==> src/rtl/uart_cmd_wrapper_pkg.sv <==
// uart_cmd_wrapper_pkg: link constants and the command-assembly state type,
// shared by the remote-link blocks.
package uart_cmd_wrapper_pkg;
    localparam int BAUD_DIV_19200 = 2604;
    localparam logic [7:0] RESP_POS_ACK = 8'hA5;
    localparam logic [7:0] RESP_NACK = 8'h5A;
    typedef enum logic {WAIT_HI, WAIT_LO} asm_state_e;
endpackage

==> src/rtl/uart_xcvr.sv <==
// uart_xcvr: 8N1 receiver and transmitter with independent baud counters.
module uart_xcvr import uart_cmd_wrapper_pkg::*; #(
    parameter int BAUD_DIV = BAUD_DIV_19200
) (
    input  logic       clk,
    input  logic       rst,
    input  logic       rx_i,
    output logic       tx_o,
    output logic       rx_rdy_o,
    output logic [7:0] rx_data_o,
    output logic       rx_busy_o,
    input  logic       trmt_i,
    input  logic [7:0] tx_data_i,
    output logic       tx_done_o
);
    localparam int CW = $clog2(BAUD_DIV + 1);
    localparam logic [CW-1:0] FULL = CW'(BAUD_DIV - 1);
    localparam logic [CW-1:0] HALF = CW'(BAUD_DIV / 2 - 1);

    logic [2:0]    sync_q;
    logic          rx_busy_q, rx_rdy_q;
    logic [CW-1:0] rx_cnt_q;
    logic [3:0]    rx_bit_q;
    logic [7:0]    rx_sh_q;
    logic          tx_busy_q, tx_done_q;
    logic [CW-1:0] tx_cnt_q;
    logic [3:0]    tx_bit_q;
    logic [9:0]    tx_sh_q;
    logic          rx_s, rx_fall;

    // sync_q[1] is the synchronized line, sync_q[2] its previous value
    assign rx_s      = sync_q[1];
    assign rx_fall   = sync_q[2] & ~sync_q[1];
    assign rx_rdy_o  = rx_rdy_q;
    assign rx_data_o = rx_sh_q;
    assign rx_busy_o = rx_busy_q;
    assign tx_o      = tx_sh_q[0];
    assign tx_done_o = tx_done_q;

    // rx_bit_q: 0 = start-bit recheck, 1..8 = data, 9 = stop
    always_ff @(posedge clk or posedge rst) begin
        if (rst) begin
            sync_q    <= '1;
            rx_busy_q <= 1'b0;
            rx_rdy_q  <= 1'b0;
            rx_cnt_q  <= '0;
            rx_bit_q  <= '0;
            rx_sh_q   <= '0;
        end else begin
            sync_q   <= {sync_q[1:0], rx_i};
            rx_rdy_q <= 1'b0;
            if (!rx_busy_q) begin
                if (rx_fall) begin
                    rx_busy_q <= 1'b1;
                    rx_cnt_q  <= HALF;
                    rx_bit_q  <= '0;
                end
            end else if (rx_cnt_q != '0) begin
                rx_cnt_q <= rx_cnt_q - CW'(1);
            end else begin
                rx_cnt_q <= FULL;
                rx_bit_q <= rx_bit_q + 4'd1;
                if (rx_bit_q == 4'd0) begin
                    rx_busy_q <= ~rx_s;
                end else if (rx_bit_q == 4'd9) begin
                    rx_busy_q <= 1'b0;
                    rx_rdy_q  <= rx_s;
                end else begin
                    rx_sh_q <= {rx_s, rx_sh_q[7:1]};
                end
            end
        end
    end

    // shifting in ones keeps the line idle-high once the stop bit leaves
    always_ff @(posedge clk or posedge rst) begin
        if (rst) begin
            tx_busy_q <= 1'b0;
            tx_done_q <= 1'b0;
            tx_cnt_q  <= '0;
            tx_bit_q  <= '0;
            tx_sh_q   <= '1;
        end else if (!tx_busy_q) begin
            if (trmt_i) begin
                tx_busy_q <= 1'b1;
                tx_done_q <= 1'b0;
                tx_cnt_q  <= FULL;
                tx_bit_q  <= '0;
                tx_sh_q   <= {1'b1, tx_data_i, 1'b0};
            end
        end else if (tx_cnt_q != '0) begin
            tx_cnt_q <= tx_cnt_q - CW'(1);
        end else begin
            tx_cnt_q <= FULL;
            tx_bit_q <= tx_bit_q + 4'd1;
            tx_sh_q  <= {1'b1, tx_sh_q[9:1]};
            if (tx_bit_q == 4'd9) begin
                tx_busy_q <= 1'b0;
                tx_done_q <= 1'b1;
            end
        end
    end
endmodule

==> src/rtl/uart_cmd_wrapper.sv <==
// uart_cmd_wrapper: assembles two received bytes into a 16-bit command and
// sends the response byte back over the same link.
module uart_cmd_wrapper import uart_cmd_wrapper_pkg::*; #(
    parameter int BAUD_DIV = BAUD_DIV_19200,
    parameter int GAP_BITS = 32
) (
    input  logic        clk,
    input  logic        rst,
    input  logic        RX,
    output logic        TX,
    output logic [15:0] cmd,
    output logic        cmd_rdy,
    input  logic        clr_cmd_rdy,
    input  logic [7:0]  resp,
    input  logic        trmt,
    output logic        tx_done
);
    localparam int GW = $clog2(GAP_BITS * BAUD_DIV + 1);
    localparam logic [GW-1:0] GAP_LOAD = GW'(GAP_BITS * BAUD_DIV - 1);

    asm_state_e    state_q, state_d;
    logic [7:0]    hi_q, hi_d;
    logic [15:0]   cmd_q, cmd_d;
    logic          rdy_q, rdy_d;
    logic [GW-1:0] gap_q, gap_d;
    logic          rx_rdy, rx_busy;
    logic [7:0]    rx_data;

    uart_xcvr #(.BAUD_DIV(BAUD_DIV)) u_xcvr (
        .clk      (clk),
        .rst      (rst),
        .rx_i     (RX),
        .tx_o     (TX),
        .rx_rdy_o (rx_rdy),
        .rx_data_o(rx_data),
        .rx_busy_o(rx_busy),
        .trmt_i   (trmt),
        .tx_data_i(resp),
        .tx_done_o(tx_done)
    );

    assign cmd     = cmd_q;
    assign cmd_rdy = rdy_q;

    always_ff @(posedge clk or posedge rst) begin
        if (rst) begin
            state_q <= WAIT_HI;
            hi_q    <= '0;
            cmd_q   <= '0;
            rdy_q   <= 1'b0;
            gap_q   <= '0;
        end else begin
            state_q <= state_d;
            hi_q    <= hi_d;
            cmd_q   <= cmd_d;
            rdy_q   <= rdy_d;
            gap_q   <= gap_d;
        end
    end

    // the gap timer only runs while the line is idle between bytes
    always_comb begin
        state_d = state_q;
        hi_d    = hi_q;
        cmd_d   = cmd_q;
        rdy_d   = rdy_q & ~clr_cmd_rdy;
        gap_d   = gap_q;
        case (state_q)
            WAIT_HI: if (rx_rdy) begin
                hi_d    = rx_data;
                rdy_d   = 1'b0;
                gap_d   = GAP_LOAD;
                state_d = WAIT_LO;
            end
            WAIT_LO: if (rx_rdy) begin
                cmd_d   = {hi_q, rx_data};
                rdy_d   = 1'b1;
                state_d = WAIT_HI;
            end else if (!rx_busy) begin
                state_d = (gap_q == '0) ? WAIT_HI : WAIT_LO;
                gap_d   = gap_q - GW'(1);
            end
            default: state_d = WAIT_HI;
        endcase
    end
endmodule
==> config.mk <==
export PLATFORM = sky130hd
export DESIGN_NAME = uart_cmd_wrapper
export DESIGN_NICKNAME = d
export VERILOG_FILES = /design/src/rtl/uart_cmd_wrapper_pkg.sv /design/src/rtl/uart_xcvr.sv /design/src/rtl/uart_cmd_wrapper.sv
export SDC_FILE = /design/constraint.sdc
export NUM_CORES = 1
export LEC_CHECK = 0
export CORE_MARGIN = 3
export CORE_UTILIZATION = 24
export DETAILED_ROUTE_END_ITERATION = 10
export HOLD_SLACK_MARGIN = 0.08
export PLACE_DENSITY_LB_ADDON = 0.2
export SYNTH_ARGS = -nofsm -noshare
export SYNTH_HDL_FRONTEND = slang
export SYNTH_HIERARCHICAL = 1
export SYNTH_SLANG_ARGS = --single-unit
==> constraint.sdc <==
create_clock -name clk -period 3.2 [get_ports clk]
set_clock_uncertainty 0.2 [all_clocks]
set_input_delay 0.64 -clock clk [delete_from_list [all_inputs] [get_ports clk]]
set_output_delay 0.64 -clock clk [all_outputs]
set_load 0.05 [all_outputs]
### After elaboration in Yosys (flattened, before gate mapping)

Cells that the tools add are included.

| cells by class | value |
|---|---|
| muxes and demuxes | 44 |
| bitwise gates (word level) | 8 |
| $add $sub $neg | 5 |
| eq/ne operators | 8 |
| reduce and logical (&&, ||, !) cells | 13 |

Operators by type and width:

| operator | count |
|---|---|
| $mux W12 | 6 |
| $mux W17 | 3 |
| $pmux W17 S2 | 1 |
| $mux W10 | 3 |
| $mux W4 | 6 |
| $reduce_bool A12 Y1 | 2 |
| $sub A12 B1 Y12 const B | 2 |
| $mux W1 | 23 |
| $logic_not A17 Y1 | 1 |
| $sub A17 B1 Y17 const B | 1 |
| $ne A2 B2 Y1 const B | 5 |
| $add A4 B1 Y4 const B | 2 |
| $eq A4 B4 Y1 const B | 2 |
| $reduce_and A2 Y1 | 4 |
| $not A1 Y1 | 6 |
| $reduce_and A3 Y1 | 2 |
| $logic_not A4 Y1 | 1 |
| $pmux W1 S2 | 2 |
| $reduce_and A4 Y1 | 1 |
| $reduce_bool A2 Y1 | 2 |
| $and A1 B1 Y1 | 2 |
| $ne A2 B1 Y1 const B | 1 |

| word-level totals | value |
|---|---|
| input bits | 13 |
| word-level logic and storage cells | 94 |
| output and inout bits | 19 |
| bits in registers | 100 |

### Depth between registers and ports, before layout

Gate-level depths: netlist of the first run.

| logic depth | value |
|---|---|
| word-level depth | 5 |
| gate-level depth with buffers | 7 |
| mapped depth without buffers | 6 |

### Modules after synthesis

The synthesis of the first run kept the hierarchy.

Modules (own cells, without submodules):

| module | sequential area each (µm²) | area each (µm²) | cells each | times used |
|---|---|---|---|---|
| uart_xcvr | 1,416.4 | 2,817.7 | 269 | 1 |
| uart_cmd_wrapper | 1,076.0 | 1,891.8 | 181 | 1 |

### Worst setup path after synthesis of the first run

Ideal clock, no wire load.

| timing path | value |
|---|---|
| path kind | register to register |
| start | reg u_xcvr.rx_cnt_q[0] |
| end | reg u_xcvr.rx_sh_q[0] (netlist: u_xcvr/rx_data_o[0]) |
| data required time | 2.875 ns |
| path buffers | 0 |
| period minus slack after synthesis | 2.314 ns |
| path slack | 0.886 ns |
| arrival | 1.989 ns |
| setup time | 0.125 ns |
| cell stages (with the launch flop) | 7 |
| cell sequence | dfrtp_1 -> inv_1 -> ha_1 -> nor4b_1 -> nand3_1 -> nor2_2 -> mux2_2 |

| on the way | value |
|---|---|
| longest elaborated chain between the ends | 3 |

RTL lines:

| element | RTL line | RTL |
|---|---|---|
| start, declared | uart_xcvr.sv:22 | `logic [CW-1:0] rx_cnt_q;` |
| start signal, assigned | uart_xcvr.sv:59 | `rx_cnt_q <= rx_cnt_q - CW'(1);` |
| $reduce_bool A12 Y1 | uart_xcvr.sv:58 | `end else if (rx_cnt_q != '0) begin` |
| $not A1 Y1 (no line) | - |  |
| $reduce_and A4 Y1 (no line) | - |  |
| end signal, assigned | uart_xcvr.sv:69 | `rx_sh_q <= {rx_s, rx_sh_q[7:1]};` |
| end, declared | uart_xcvr.sv:24 | `logic [7:0] rx_sh_q;` |

Every way passes these cells.
A chain may end at the register's enable or synchronous reset.

### Worst setup path after layout of the first run

| timing path | value |
|---|---|
| start | reg u_xcvr.rx_cnt_q[0] |
| end | reg u_xcvr.rx_sh_q[5] (netlist: u_xcvr/rx_data_o[5]) |

Same word-level chain as after synthesis.

==> results of run 1 <==
==> power breakdown <==
part           switching (mW)  internal [mW]  total (mW)
logic                   0.276          0.252       0.528
registers               0.192           1.43        1.62
clock network           0.534          0.629        1.16
==> kinds of logic (layout without fill, tap and decap cells) <==
| group | Yosys count | after routing | share of synthesized area (%) |
|---|---|---|---|
| mux | 36 | 36 | 8.32 |
| flops | 99 | 99 | 52.9 |
| xor+xnor | 6 | 6 | 1.12 |
| compound gates | 95 | 95 | 12.3 |
| fa+ha+maj | 10 | 10 | 2.66 |
| buf+inv | 35 | 73 | 3.21 |
| simple gates | 169 | 169 | 19.5 |
==> per-layer routing <==
layer | share of wire (%) | track usage [%]
met2 | 48 | 16.6
met1 | 47 | 12.6
met5 | 0 | 0
met4 | 1.3 | 3.29
met3 | 3.1 | 2.86
==> registers in the layout, summed over array words and instances (netlist names) <==
| name | flops |
|---|---|
| u_xcvr/rx_data_o | 8 |
| u_xcvr/rx_rdy_o | 1 |
| u_xcvr/rx_bit_q | 4 |
| u_xcvr/rx_cnt_q | 12 |
| hi_q | 8 |
| cmd_rdy | 1 |
| cmd | 16 |
| u_xcvr/tx_busy_q | 1 |
| u_xcvr/tx_bit_q | 4 |
| state_q | 1 |
| u_xcvr/rx_busy_o | 1 |
| u_xcvr/tx_sh_q | 9 |
| u_xcvr/tx_done_o | 1 |
| u_xcvr/tx_cnt_q | 12 |
| gap_q | 17 |
| u_xcvr/sync_q | 3 |
==> worst paths after layout <==
kind / startpoint / slack (ps) / endpoint
max in group asynchronous: rst / 1610 / cmd[13]
min in group asynchronous: rst / 570 / cmd[2]
worst max register to register: u_xcvr/rx_cnt_q[0] / 600 / u_xcvr/rx_data_o[5]
worst max-delay path: u_xcvr/rx_cnt_q[0] / 600 / u_xcvr/rx_data_o[5]
worst min-delay path: u_xcvr/sync_q[0] / 160 / u_xcvr/sync_q[1]
worst min register to register: u_xcvr/sync_q[0] / 160 / u_xcvr/sync_q[1]
==> placed cells by master, fill, tap and decap left out, drive strengths merged, types with 9 or more instances in the layout <==
cell / netlist / final
dfrtp: 87 / 87
nand2: 52 / 52
a21oi: 34 / 34
clkdlybuf4s50: 0 / 31
o21ai: 26 / 26
mux2: 25 / 25
nor2: 22 / 22
inv: 15 / 19
or3: 17 / 17
nor3: 17 / 17
dfstp: 12 / 12
mux2i: 11 / 11
nand3: 10 / 10
ha: 10 / 10
buf: 7 / 10
clkbuf: 12 / 9
==> through the flow <==
step / util [%] / cells / worst slack [ps] / total power, mW / area (sq um)
2_1_floorplan: - / 450 / 886 / 2.02 / 4710
3_3_place_gp: 28.0 / 732 / 659 / 2.17 / 5330
3_5_place_dp: 28.0 / 732 / 544 / 2.18 / 5330
4_1_cts: 29.7 / 748 / 534 / 3.38 / 5640
5_1_grt: 29.7 / 748 / 351 / 3.55 / 5640
6_report: 29.7 / 748 / 600 / 3.31 / 5640
==> final cells by class <==
cell class,count,area [sq um],area share [%]
clock buffers,9,225,3.99
inverters,16,60.1,1.06
well taps,260,325,5.76
multi-input cells,316,2070,36.6
clock inverters,7,88.8,1.57
flip-flops and latches,99,2490,44.2
repair buffers,41,385,6.83
==> results.yml, run 1 <==
logic_synthesis:
  synthCells: 450
  post_synth.cell_area_avg_sq_um: 10.5
  synth.most_common_cell: "dfrtp_1"
  synth.ff_latch_count: 99
  synthFlopType: "dfrtp_1"
  ys_top_cells_by_count: "dfrtp_1 (87), nand2_1 (52), a21oi_1 (34)"
  ys_seq_area_share_pct: 52.9
  synth_fp_nets: 473
  syn-cell-area_sq_um: 4710
  synth_edf_count: 0
  synth.distinct_cells: 57
  async_flop_share_pct: 100
  synth_area_leaders: "dfrtp_1 (46%), dfstp_2 (6.7%), mux2_2 (6.0%), nand2_1 (4.1%), a21oi_1 (3.6%)"
  yosysWarnings: 6
  yosys.area.top_type: "dfrtp_1"
  synth_top_area_share_pct: 46.2
outcome:
  status: "finished, final reports clean"
worst_setup_path:
  worst-path-buf-inv: 1
  cp_top_family: "simple AND/OR/NAND/NOR gates"
  slowest_delay_ps: 460
  cp_max_fo: 8
  path_cells: "inv_1 > ha_1 > nor4b_1 > nand3_1 > nor2_2 > mux2_2"
  crit_type: "flip-flop to flip-flop"
  slowest_stage: "nor4b_1"
  critPathArrivalTime_ps: 2650
  required_ps: 3250
  crit_cells: 6
  r2r_cells: 6
  cp-start-kind: "flip-flop"
  worstSetupEndpointType: "flip-flop"
route:
  final_antenna_net_count: 0
  initialDrtViolationCount: 192
  wl_microns: 10200
  avgRoutedWirePerCell_microns: 13.6
  vias: 3478
  avgViaCountPerCell: 4.65
  firstDrtPassIters: 7
  drc: 0
floorplanning:
  start_util_pct: 24.8
  core-area_sq_um: 19000
  die_y_microns: 146
  fp-row-count: 50
  dieWidth_microns: 146
  die_area_sq_um: 21300
  ios: 32
pwr:
  power_density_nw_per_um2: 587
  peakVddDrop_mv: 0.283
  p_leak_nw: 2.50
global_routing:
  grt_first_pass_wirelength_microns: 17600
  gr-total-overflow: 0
  grt_pass1_vias: 3595
  grt_usage_pct: 9.98
  grt_start_max_net_pins: 57
  antenna_found_initial: 0
cts:
  cts.sinks: 99
  cts_tree: "yes"
  insertion_delay_ps: 350
  cts_setup_buffers: 0
  clk_path_buf_depth: 2
  cts_hold_buf: 0
  cts-resized-gates: 0
  clk_pin_slew_ps: 80
  numCtsBuffers: 9
  h-tree-depth: 3
  cts-root-buf: "clkbuf_16"
timing:
  fmax_mhz: 385
  drv_slew: 0
  whs_ps: 157
  setup_viol: 0
  worst_pin_slew_ps: 1050
  period_share_pct: 81.3
  hold_viol: 0
  min_period_ps: 2600
  rsz0062_at_grt: "no"
  finalSetupTns_ps: 0
  maxSlewHeadroom_pct: 29.6
layout:
  fill_cells: 1973
  num_antenna_cells: 0
  drive_gt1_share_pct: 15.8
  nets: 506
  areaGrowthSynthToFinish_pct: 19.8
place:
  port_buffers: 31
  place.gp.congestion: 0.753
  dp_hpwl_microns: 6900
flow_run:
  max_cap_violations: 0
hold_path:
  min_path_type: "flip-flop to flip-flop"
  holdPathStages: 0
No activity file was read; power rests on OpenSTA's default activity.
==> run 2, diff against run 1 <==
==> constraint.sdc (replaced) <==
create_clock -name clk -period 2.3 [get_ports clk]
set_clock_uncertainty 0.2 [all_clocks]
set_input_delay 0.46 -clock clk [delete_from_list [all_inputs] [get_ports clk]]
set_output_delay 0.46 -clock clk [all_outputs]
set_load 0.05 [all_outputs]
==> run 2 against run 1 <==
Die area is the same. Design area grew 4.0%. Utilization grew 1.2 points. First-iteration DRC count fell by 39%.
==> results.yml, run 2 (synthesis results as in run 1) <==
pwr:
  p_total_mw: 4.63
  p_leak_nw: 2.63
  power_density_nw_per_um2: 788
  peakVddDrop_mv: 0.370
layout:
  areaGrowthSynthToFinish_pct: 24.7
  layout_commonest_cell: "dfrtp_1"
  nets: 528
  multi_input_comb_area_sq_um: 2090
  most-common-layout-cells: "dfrtp_1 (87), nand2_1 (52), a21oi_1 (33)"
  drive_gt1_share_pct: 20.6
  largest_reg_flops: 17
  fill_cells: 1981
  largest_register: "gap_q"
  utilization_pct: 30.9
  layout.area.seq_sq_um: 2490
  num_antenna_cells: 0
  fin_area_sq_um: 5870
  finalNonFillerCells: 770
place:
  post_dp_cell_area_sq_um: 5520
  place.gp.congestion: 0.734
  dp_hpwl_microns: 6650
  place_inst: 752
  port_buffers: 31
timing:
  maxSlewHeadroom_pct: 63.7
  finalSetupTns_ps: 0
  setup_viol: 0
  period_share_pct: 96.3
  min_period_ps: 2210
  hold_viol: 0
  worst_pin_slew_ps: 543
  fmax_mhz: 452
  drv_slew: 0
  rsz0062_at_grt: "no"
cts:
  cts_tree: "yes"
  cts_hold_buf: 0
  cts-root-buf: "clkbuf_16"
  insertion_delay_ps: 350
  cts.sinks: 99
  clk_path_buf_depth: 2
  h-tree-depth: 3
  clk_pin_slew_ps: 70
  numCtsBuffers: 9
hold_path:
  worstHoldStart: "u_xcvr/sync_q[0]"
  min_path_type: "flip-flop to flip-flop"
worst_setup_path:
  cp-start-kind: "flip-flop"
  worstSetupEndpointType: "flip-flop"
  crit_start: "u_xcvr/tx_cnt_q[4]"
  required_ps: 2330
  cp_max_fo: 5
  r2r_start: "u_xcvr/tx_cnt_q[4]"
  crit_type: "flip-flop to flip-flop"
  critPathArrivalTime_ps: 2250
flow_run:
  max_cap_violations: 0
floorplanning:
  fp-row-count: 50
  die_y_microns: 146
  ios: 32
  dieWidth_microns: 146
  start_util_pct: 24.8
  die_area_sq_um: 21300
  core-area_sq_um: 19000
global_routing:
  grt_pass1_vias: 3494
  gr-total-overflow: 0
  antenna_found_initial: 0
  grt_first_pass_wirelength_microns: 17100
  grt_usage_pct: 9.67
  grt_start_max_net_pins: 57
route:
  avgRoutedWirePerCell_microns: 12.8
  final_antenna_net_count: 0
  initialDrtViolationCount: 117
  drc: 0
  avgViaCountPerCell: 4.58
  wl_microns: 9860
  firstDrtPassIters: 4
  vias: 3530
outcome:
  status: "finished, final reports clean"
## run 2: critical path, cell delays in order (launching register included)
cell and delay, ps:
dfrtp_1 410, or4_1 670, or4_1 540, a31oi_1 190
o31ai_1 90
## run 2: per-layer routing
| layer | track usage (%) | routed length, microns | vias to the layer above |
|---|---|---|---|
| met3 | 2.70 | 323 | 11 |
| met5 | 0 | 0 | - |
| met1 | 12.7 | 4880 | 1719 |
| met4 | 3.01 | 136 | 0 |
| li1 | - | - | 1749 |
| met2 | 15.6 | 4520 | 51 |
## run 2: worst paths after layout
kind	slack, ps	cells past startpoint	to
max in group asynchronous	1260	3	u_xcvr/sync_q[1]
hold reg to reg	160	0	u_xcvr/sync_q[1]
hold / removal	160	0	u_xcvr/sync_q[1]
min in group asynchronous	290	3	hi_q[2]
setup / recovery	90	4	u_xcvr/tx_cnt_q[10]
setup reg to reg	90	4	u_xcvr/tx_cnt_q[10]
## run 2: cell type report
type | instances | share of cell area (%)
multi-input combinational | 316 | 35.7
clock inverter | 7 | 1.43
inverter | 16 | 1.02
tap | 260 | 5.54
timing repair buffer | 63 | 10.1
sequential | 99 | 42.5
clock buffer | 9 | 3.84
## run 2: where the power goes
group	internal [mW]	leakage (nW)	switching (mW)	total (mW)
Combinational	0.382	1.20	0.401	0.783
Clock	0.865	0.154	0.716	1.58
Sequential	1.99	1.28	0.273	2.26
## run 2: timing repair
item / in CTS / in global routing
gates cloned: 0 / 1
pin swaps: 0 / 1
resized for setup: 1 / 7
buffers inserted: 0 / 1
setup endpoints to repair: 3 / 22
## run 2: stage by stage
stage	hold slack, ps	setup WS (ps)
floorplan	145	59.4
global placement	146	76.5
detailed placement	148	11.1
CTS	158	8.69
global route	167	17.9
finish	157	86.0
